**src/rtl/uart_tx_buffer_pkg.sv**
```systemverilog
// Shared types and constants for the UART transmit buffer.
// The optional watchdog is enabled with the macro UART_TX_BUF_TIMEOUT_EN.
package uart_tx_buffer_pkg;

   // Transmit sequencer states
   typedef enum logic [1:0] {
      IDLE  = 2'd0,
      START = 2'd1,
      WAIT  = 2'd2
   } tx_state_e;

   localparam int DEFAULT_DEPTH          = 8;
   localparam int DEFAULT_TIMEOUT_CYCLES = 16384;

   // Bit positions of the buffer status in the UART status read word
   localparam int EMPTY_BIT = 0;
   localparam int FULL_BIT  = 1;
   localparam int OVF_BIT   = 2;
   localparam int COUNT_LSB = 3;

endpackage

```
**src/rtl/uart_tx_buffer_byte_fifo.sv**
```systemverilog
// Circular byte FIFO with registered occupancy, empty and full flags.
// A push into a full FIFO is accepted only when a pop frees a slot in the same cycle.
module byte_fifo #(
   parameter int DEPTH      = 8,
   parameter int DATA_WIDTH = 8
) (
   input  logic                    clk,
   input  logic                    reset,
   input  logic                    push_i,
   input  logic                    pop_i,
   input  logic [DATA_WIDTH-1:0]   wdata_i,
   output logic [DATA_WIDTH-1:0]   rdata_o,
   output logic                    empty_o,
   output logic                    full_o,
   output logic [$clog2(DEPTH):0]  count_o
);

   localparam int PTR_W = $clog2(DEPTH);
   localparam int CNT_W = PTR_W + 1;

   logic [DATA_WIDTH-1:0] mem_q [DEPTH];
   logic [PTR_W-1:0]      wr_ptr_q;
   logic [PTR_W-1:0]      rd_ptr_q;
   logic [CNT_W-1:0]      count_q;
   logic [CNT_W-1:0]      count_d;
   logic                  empty_q;
   logic                  full_q;
   logic                  push_ok;

   assign push_ok = push_i && (!full_q || pop_i);

   // Occupancy next state: push and pop together leave the count unchanged
   always_comb begin
      // NOTE: default assignment first so no path leaves count_d unassigned (no latch).
      count_d = count_q;
      case ({push_ok, pop_i})
         2'b10:   count_d = count_q + CNT_W'(1);
         2'b01:   count_d = count_q - CNT_W'(1);
         default: count_d = count_q;
      endcase
   end

   // Pointers wrap naturally because DEPTH is a power of two; flags follow the next count
   always_ff @(posedge clk or posedge reset) begin
      // NOTE: non-blocking assignments so every register samples pre-edge values.
      if (reset) begin
         wr_ptr_q <= '0;
         rd_ptr_q <= '0;
         count_q  <= '0;
         empty_q  <= 1'b1;
         full_q   <= 1'b0;
      end else begin
         if (push_ok) wr_ptr_q <= wr_ptr_q + PTR_W'(1);
         if (pop_i)   rd_ptr_q <= rd_ptr_q + PTR_W'(1);
         count_q <= count_d;
         empty_q <= (count_d == '0);
         full_q  <= (count_d == CNT_W'(DEPTH));
      end
   end

   // Byte storage
   always_ff @(posedge clk) begin
      // NOTE: storage is not reset; an entry is only read after it has been written.
      if (push_ok) mem_q[wr_ptr_q] <= wdata_i;
   end

   assign rdata_o = mem_q[rd_ptr_q];
   assign empty_o = empty_q;
   assign full_o  = full_q;
   assign count_o = count_q;

endmodule

```
**src/rtl/uart_tx_buffer.sv**
```systemverilog
// Byte queue and transmit sequencer between the UART write strobe and the UART.
// Define UART_TX_BUF_TIMEOUT_EN to add a watchdog on the UART frame-done pulse.
module uart_tx_buffer
   import uart_tx_buffer_pkg::*;
#(
   parameter int DEPTH          = DEFAULT_DEPTH,
   parameter int DATA_WIDTH     = 8,
   parameter int TIMEOUT_CYCLES = DEFAULT_TIMEOUT_CYCLES
) (
   input  logic                    clk,
   input  logic                    reset,
   input  logic                    wr_en,
   input  logic [DATA_WIDTH-1:0]   wr_data,
   input  logic                    tx_done,
   input  logic                    clr_overflow,
   output logic                    tx_start,
   output logic [DATA_WIDTH-1:0]   tx_data,
   output logic                    empty,
   output logic                    full,
   output logic [$clog2(DEPTH):0]  count,
   output logic                    overflow
`ifdef UART_TX_BUF_TIMEOUT_EN
   ,
   output logic                    timeout
`endif
);

   tx_state_e             state_q;
   logic                  tx_start_q;
   logic [DATA_WIDTH-1:0] tx_data_q;
   logic                  overflow_q;
   logic                  overflow_d;
   logic [DATA_WIDTH-1:0] fifo_rdata;
   logic                  pop;
   logic                  drop;
   logic                  wd_expire;

   // The sequencer is the only consumer and pops only from IDLE with data present
   assign pop  = (state_q == IDLE) && !empty;
   assign drop = wr_en && full && !pop;

   byte_fifo #(
      .DEPTH      (DEPTH),
      .DATA_WIDTH (DATA_WIDTH)
   ) u_fifo (
      .clk     (clk),
      .reset   (reset),
      .push_i  (wr_en),
      .pop_i   (pop),
      .wdata_i (wr_data),
      .rdata_o (fifo_rdata),
      .empty_o (empty),
      .full_o  (full),
      .count_o (count)
   );

`ifdef UART_TX_BUF_TIMEOUT_EN
   localparam int WD_W = $clog2(TIMEOUT_CYCLES + 1);

   logic [WD_W-1:0] wd_cnt_q;
   logic            timeout_q;
   logic            timeout_d;

   // Expire on the last allowed WAIT cycle if the frame is still not done
   assign wd_expire = (state_q == WAIT) && !tx_done &&
                      (wd_cnt_q == WD_W'(TIMEOUT_CYCLES - 1));

   // Watchdog counts cycles spent in WAIT and restarts for every frame
   always_ff @(posedge clk or posedge reset) begin
      if (reset)                wd_cnt_q <= '0;
      else if (state_q == WAIT) wd_cnt_q <= wd_cnt_q + WD_W'(1);
      else                      wd_cnt_q <= '0;
   end

   // Sticky timeout: an expiry in the same cycle beats the clear
   always_comb begin
      timeout_d = timeout_q;
      if (wd_expire)         timeout_d = 1'b1;
      else if (clr_overflow) timeout_d = 1'b0;
   end

   // Timeout flag register
   always_ff @(posedge clk or posedge reset) begin
      if (reset) timeout_q <= 1'b0;
      else       timeout_q <= timeout_d;
   end

   assign timeout = timeout_q;
`else
   assign wd_expire = 1'b0;
`endif

   // Sequencer: every pop goes through IDLE, so a frame following tx_done starts two cycles later
   always_ff @(posedge clk or posedge reset) begin
      if (reset) begin
         state_q    <= IDLE;
         tx_start_q <= 1'b0;
         tx_data_q  <= '0;
      end else begin
         tx_start_q <= 1'b0;
         case (state_q)
            IDLE: begin
               if (pop) begin
                  tx_data_q  <= fifo_rdata;
                  tx_start_q <= 1'b1;
                  state_q    <= START;
               end
            end
            START:   state_q <= WAIT;
            WAIT:    if (tx_done || wd_expire) state_q <= IDLE;
            default: state_q <= IDLE;
         endcase
      end
   end

   // Sticky overflow: a dropped write in the same cycle beats the clear
   always_comb begin
      overflow_d = overflow_q;
      if (drop)              overflow_d = 1'b1;
      else if (clr_overflow) overflow_d = 1'b0;
   end

   // Overflow flag register
   always_ff @(posedge clk or posedge reset) begin
      if (reset) overflow_q <= 1'b0;
      else       overflow_q <= overflow_d;
   end

   assign tx_start = tx_start_q;
   assign tx_data  = tx_data_q;
   assign overflow = overflow_q;

endmodule

```
**config.mk**
```make
export PLATFORM = sky130hd
export DESIGN_NAME = uart_tx_buffer
export DESIGN_NICKNAME = d
export VERILOG_FILES = /design/src/rtl/uart_tx_buffer_pkg.sv /design/src/rtl/uart_tx_buffer_byte_fifo.sv /design/src/rtl/uart_tx_buffer.sv
export SDC_FILE = /design/constraint.sdc
export NUM_CORES = 1
export LEC_CHECK = 0
export BUFFER_PORTS_ARGS = -buffer_cell sky130_fd_sc_hd__clkbuf_2
export CAP_MARGIN = 40
export CORE_UTILIZATION = 55
export CTS_CLUSTER_SIZE = 10
export DETAILED_ROUTE_END_ITERATION = 8
export HOLD_SLACK_MARGIN = 0.02
export PLACE_DENSITY = 0.73
export SLEW_MARGIN = 40
export SYNTH_ARGS = -nofsm -noshare
export SYNTH_HDL_FRONTEND = slang
export SYNTH_HIERARCHICAL = 1
export SYNTH_SLANG_ARGS = --single-unit
```
**constraint.sdc**
```tcl
create_clock -name clk -period 2.9 [get_ports clk]
set_input_delay 0.87 -clock clk [delete_from_list [all_inputs] [get_ports clk]]
set_output_delay 0.87 -clock clk [all_outputs]
set_load 0.01 [all_outputs]
```
==> out/results.env <==
OUTCOME='completed'
FILLER_CELL_COUNT=428
CRIT_SLOWEST_CELL='sky130_fd_sc_hd__nor2_1'
FIRST_ITER_VIOLATIONS=149
POSTLAYOUTCOREUTIL_PCT=65.1
SYNTH_EDF_COUNT=64
ARR_TIME_CRIT_PATH_NS=2.17
CRITICAL_PATH_PEAK_FANOUT=8
PERIOD_MINUS_SLACK_NS=2.20
TRITONCTS='yes'
POST_SYNTH_INST_COUNT=183
PLACEMENT.SETUP.WORST_SLACK_NS=0.552
POST_CTS_HOLD_BUFFER_COUNT=0
AREA_GROWTH_SYN_TO_LAYOUT_PCT=11.5
LAYOUT.CELL_AREA.NON_FILLER_UM2=3950
CTS.REPAIR.RESIZED=0
GPL.FINAL_WEIGHTED_CONGESTION=0.776
CRITICAL_PATH.N_BUFFERS_INVERTERS=0
DETAILROUTE.VIA_COUNT=1769
SYNTH_CELL_AREA_UM2=3540
WORSTMARGINPINSLEW_NS=0.718
DIE_WIDTH_UM=82.2
CTS_SETUP_BUFFERS=0
CTS-BUFFERS-INSERTED=9
RSZ0062_AT_GRT='false'
WORST_SETUP_PATH_END_KIND='register'
MAX-SLEW-MARGIN-REL_PCT=51.9
FF_LATCH_AREA_UM2=2520
GR-TOTAL-OVERFLOW=0
COREAREA_UM2=6060
INITIAL_UTILIZATION_PCT=58.4
FIRST_PASS_GRT_WIRE_LENGTH_MM=9.56
POWER_SWITCHING_W=0.00127
DP.FINAL_HPWL_MM=4.25
FINALSETUPVIOLCOUNT=0
FRACTION_OF_FINAL_LAYOUT_CELLS_SIZED_BEYOND_DRIVE_STRENGTH_1_PCT=30.5
MAXCLOCKFREQUENCY_MHz=455
MIN_PERIOD_OVER_PERIOD_PCT=75.8
CLOCK_SINKS=88
MAPPEDNETLISTNETS=199
CTS-HTREE-LEVELS=3
FIRST_GLOBAL_VIAS=1774
DIE_Y_UM=82.2
FINALHOLDVIOLCOUNT=0
SEQUENTIAL_FRACTION_OF_THE_SYNTHESIS_AREA_PCT=71.3
NUMPORTBUFFERS=28
START_KIND='register'
YOSYS_REGISTER_BITS=88
SLEW_VIOLATIONS=0
COUNT_OF_MAX_CAP_CONSTRAINT_VIOLATIONS=0
ROUTE.DETAILED.VIAS_PER_INST=5.88
FINISH.NET_COUNT=237
SYNTHARSTFLOPSHARE_PCT=27.3
SW_FRAC_OF_TOTAL_PCT=31.5
CLASS_OF_THE_WORST_HOLD_PATH='in2async'
DRT_DRC_VIOLATIONS_LEFT=0
WL_PER_CELL_UM=20.5
N_ANTENNA_CELL=0
BOUNDARYPINS=29
NUMBER_OF_ANTENNA_VIOLATIONS_AT_THE_FIRST_CHECK_IN_GLOBAL_ROUTING=0
SYNTH_FF_TYPE='sky130_fd_sc_hd__edfxtp_1'
CRITICAL_PATH.TOP_DELAY_FAMILY='simple AND/OR/NAND/NOR gates'
COMB_POWER_SHARE_PCT=33.1
MAX-VDD-IR-DROP_uV=674
DRT-TOTAL-WL_MM=6.17
PIN_COUNT_OF_THE_BIGGEST_NET_ENTERING_GLOBAL_ROUTING=19
DIE_AR_UM2=6760
SYNTH_AREA_PER_CELL_UM2=19.3
NUM_ROWS=28
MULTI_INPUT_AREA_UM2=952
CTS.CLK_SLEW.WORST_PATHS_NS=0.08
DETAIL_ROUTE.FIRST_PASS.ITERATIONS=4
CRITICAL_PATH_CLASS='reg2reg'
LEAKAGE_nW=1.49
POWER_PER_CELL_AREA_nW_PER_UM2=1030
MAXIMUM_COUNT_OF_CLOCK_BUFFERS_ALONG_A_SINGLE_PATH=2
POWER.SHARE.CLOCK_PCT=19.1
PWR-SHARE-SEQ_PCT=47.7
DRTANTENNAVIOLNETS=0
CP_DATA_REQUIRED_TIME_NS=2.87
CTSROOTBUFFERMASTER='sky130_fd_sc_hd__clkbuf_8'
WORST_SKEW_PAIR.LATE_LATENCY_NS=0.34
PLACED_CELL_AREA_UM2=3760
TNS_NS=0
SETUP_SLACK_NS=0.702
SLOWEST_DELAY_NS=0.61
NETLIST-CELL-TYPE-COUNT=29
INTERNAL_POWER_W=0.00277
PATH_CELLS='nor3_4 > o21a_1 > nand2b_1 > nor2_1'
GRT.TOTAL_USAGE_PCT=21.2
SYNTHESIS.YOSYS.WARNINGS=6
FINCLKSKEW_NS=0.00635
-- per-stage QoR --
step           power [W]  instances  hold slack (ns)
3_5_place_dp     0.00330        285            0.500
6_report         0.00405        301            0.515
3_3_place_gp     0.00322        285            0.489
5_1_grt          0.00428        301            0.535
2_1_floorplan    0.00291        183            0.487
4_1_cts          0.00407        301            0.510
-- registers in the layout (all words and copies together) (netlist names), 2 cells and up --
register         count
state_q              2
u_fifo/mem_q        64
u_fifo/rd_ptr_q      3
tx_data              8
u_fifo/wr_ptr_q      3
u_fifo/count_o       4
-- cells in the mapped netlist, types with 2 or more instances --
master	instances	area (µm²)
sky130_fd_sc_hd__nand2_1	10	37.5
sky130_fd_sc_hd__xnor2_1	5	43.8
sky130_fd_sc_hd__nor2_1	10	37.5
sky130_fd_sc_hd__clkbuf_1	2	7.51
sky130_fd_sc_hd__nand2b_1	3	18.8
sky130_fd_sc_hd__xor2_1	2	17.5
sky130_fd_sc_hd__ha_1	3	37.5
sky130_fd_sc_hd__inv_1	4	15.0
sky130_fd_sc_hd__dfrtp_1	23	576
sky130_fd_sc_hd__nor3_1	5	25.0
sky130_fd_sc_hd__mux4_1	16	420
sky130_fd_sc_hd__edfxtp_1	64	1920
sky130_fd_sc_hd__a22oi_1	2	15.0
sky130_fd_sc_hd__mux2_2	19	214
-- cells in the final DEF, fill, tap and decap left out, types with 2 or more instances in the layout --
| cell type | netlist | layout |
|---|---|---|
| sky130_fd_sc_hd__edfxtp_1 | 64 | 64 |
| sky130_fd_sc_hd__clkbuf_8 | 0 | 10 |
| sky130_fd_sc_hd__a22oi_1 | 2 | 2 |
| sky130_fd_sc_hd__buf_4 | 0 | 5 |
| sky130_fd_sc_hd__nand2_1 | 10 | 10 |
| sky130_fd_sc_hd__nor3_1 | 5 | 5 |
| sky130_fd_sc_hd__clkbuf_1 | 2 | 2 |
| sky130_fd_sc_hd__nor2_1 | 10 | 10 |
| sky130_fd_sc_hd__inv_1 | 4 | 4 |
| sky130_fd_sc_hd__clkbuf_2 | 1 | 28 |
| sky130_fd_sc_hd__mux2_2 | 19 | 19 |
| sky130_fd_sc_hd__mux4_1 | 16 | 16 |
| sky130_fd_sc_hd__dfrtp_1 | 23 | 23 |
| sky130_fd_sc_hd__nand2b_1 | 3 | 3 |
| sky130_fd_sc_hd__xor2_1 | 2 | 2 |
| sky130_fd_sc_hd__clkinv_2 | 0 | 3 |
| sky130_fd_sc_hd__xnor2_1 | 5 | 5 |
| sky130_fd_sc_hd__ha_1 | 3 | 3 |
-- routing by layer --
metal / part of all wire [%] / up-vias / GRT usage (%) / routed length (µm)
met5: 0 / - / 0 / 0
met4: 0.50 / 0 / 9.65 / 31
met3: 3.6 / 4 / 3.74 / 221
met2: 50 / 56 / 32.4 / 3090
met1: 46 / 916 / 30.0 / 2830
li1: - / 793 / - / -
-- worst reg2reg max path, stage by stage (launching register included) --
cell	delay (ns)
sky130_fd_sc_hd__dfrtp_1	0.43
sky130_fd_sc_hd__nor3_4	0.36
sky130_fd_sc_hd__o21a_1	0.26
sky130_fd_sc_hd__nand2b_1	0.17
sky130_fd_sc_hd__nor2_1	0.61
-- layout make-up --
type	count	share of cell area [%]
multi-input cells	85	24.1
clock inverters	3	0.380
well taps	75	2.38
clock buffers	13	4.31
repair buffers	33	4.50
flip-flops and latches	88	63.9
inverters	4	0.380
-- worst paths after layout --
path,start,endpoint,slack [ns],depth (start not counted)
max,state_q[1],u_fifo/mem_q[2][5],0.70,4
max reg2reg,state_q[1],u_fifo/mem_q[2][5],0.70,4
min in group clk,tx_data[4],tx_data[4],0.52,1
min reg2reg,tx_data[4],tx_data[4],0.52,1
min,reset,u_fifo/count_o[2],0.52,2
max in group asynchronous,reset,tx_data[0],1.92,2
-- power by group through the flow --
stage / clock, W / sequential [W] / combinational [W]
finish: 0.000775 / 0.00193 / 0.00134
global route: 0.000846 / 0.00197 / 0.00146
CTS: 0.000795 / 0.00193 / 0.00135
detailed placement: 0 / 0.00196 / 0.00134
global placement: 0 / 0.00193 / 0.00129
floorplan: 0 / 0.00190 / 0.00101
-- kinds of logic after synthesis --
logic type | Yosys count | synth area share [%]
and+or+nand+nor | 34 | 4.95
AOI/OAI and AO/OA | 5 | 0.954
DFF | 88 | 71.3
xor gates and xnor gates | 7 | 1.73
muxes | 36 | 18.2
buffers and inverters | 10 | 1.80
adders and majority gates | 3 | 1.06
(Power assumes the default switching activity.)
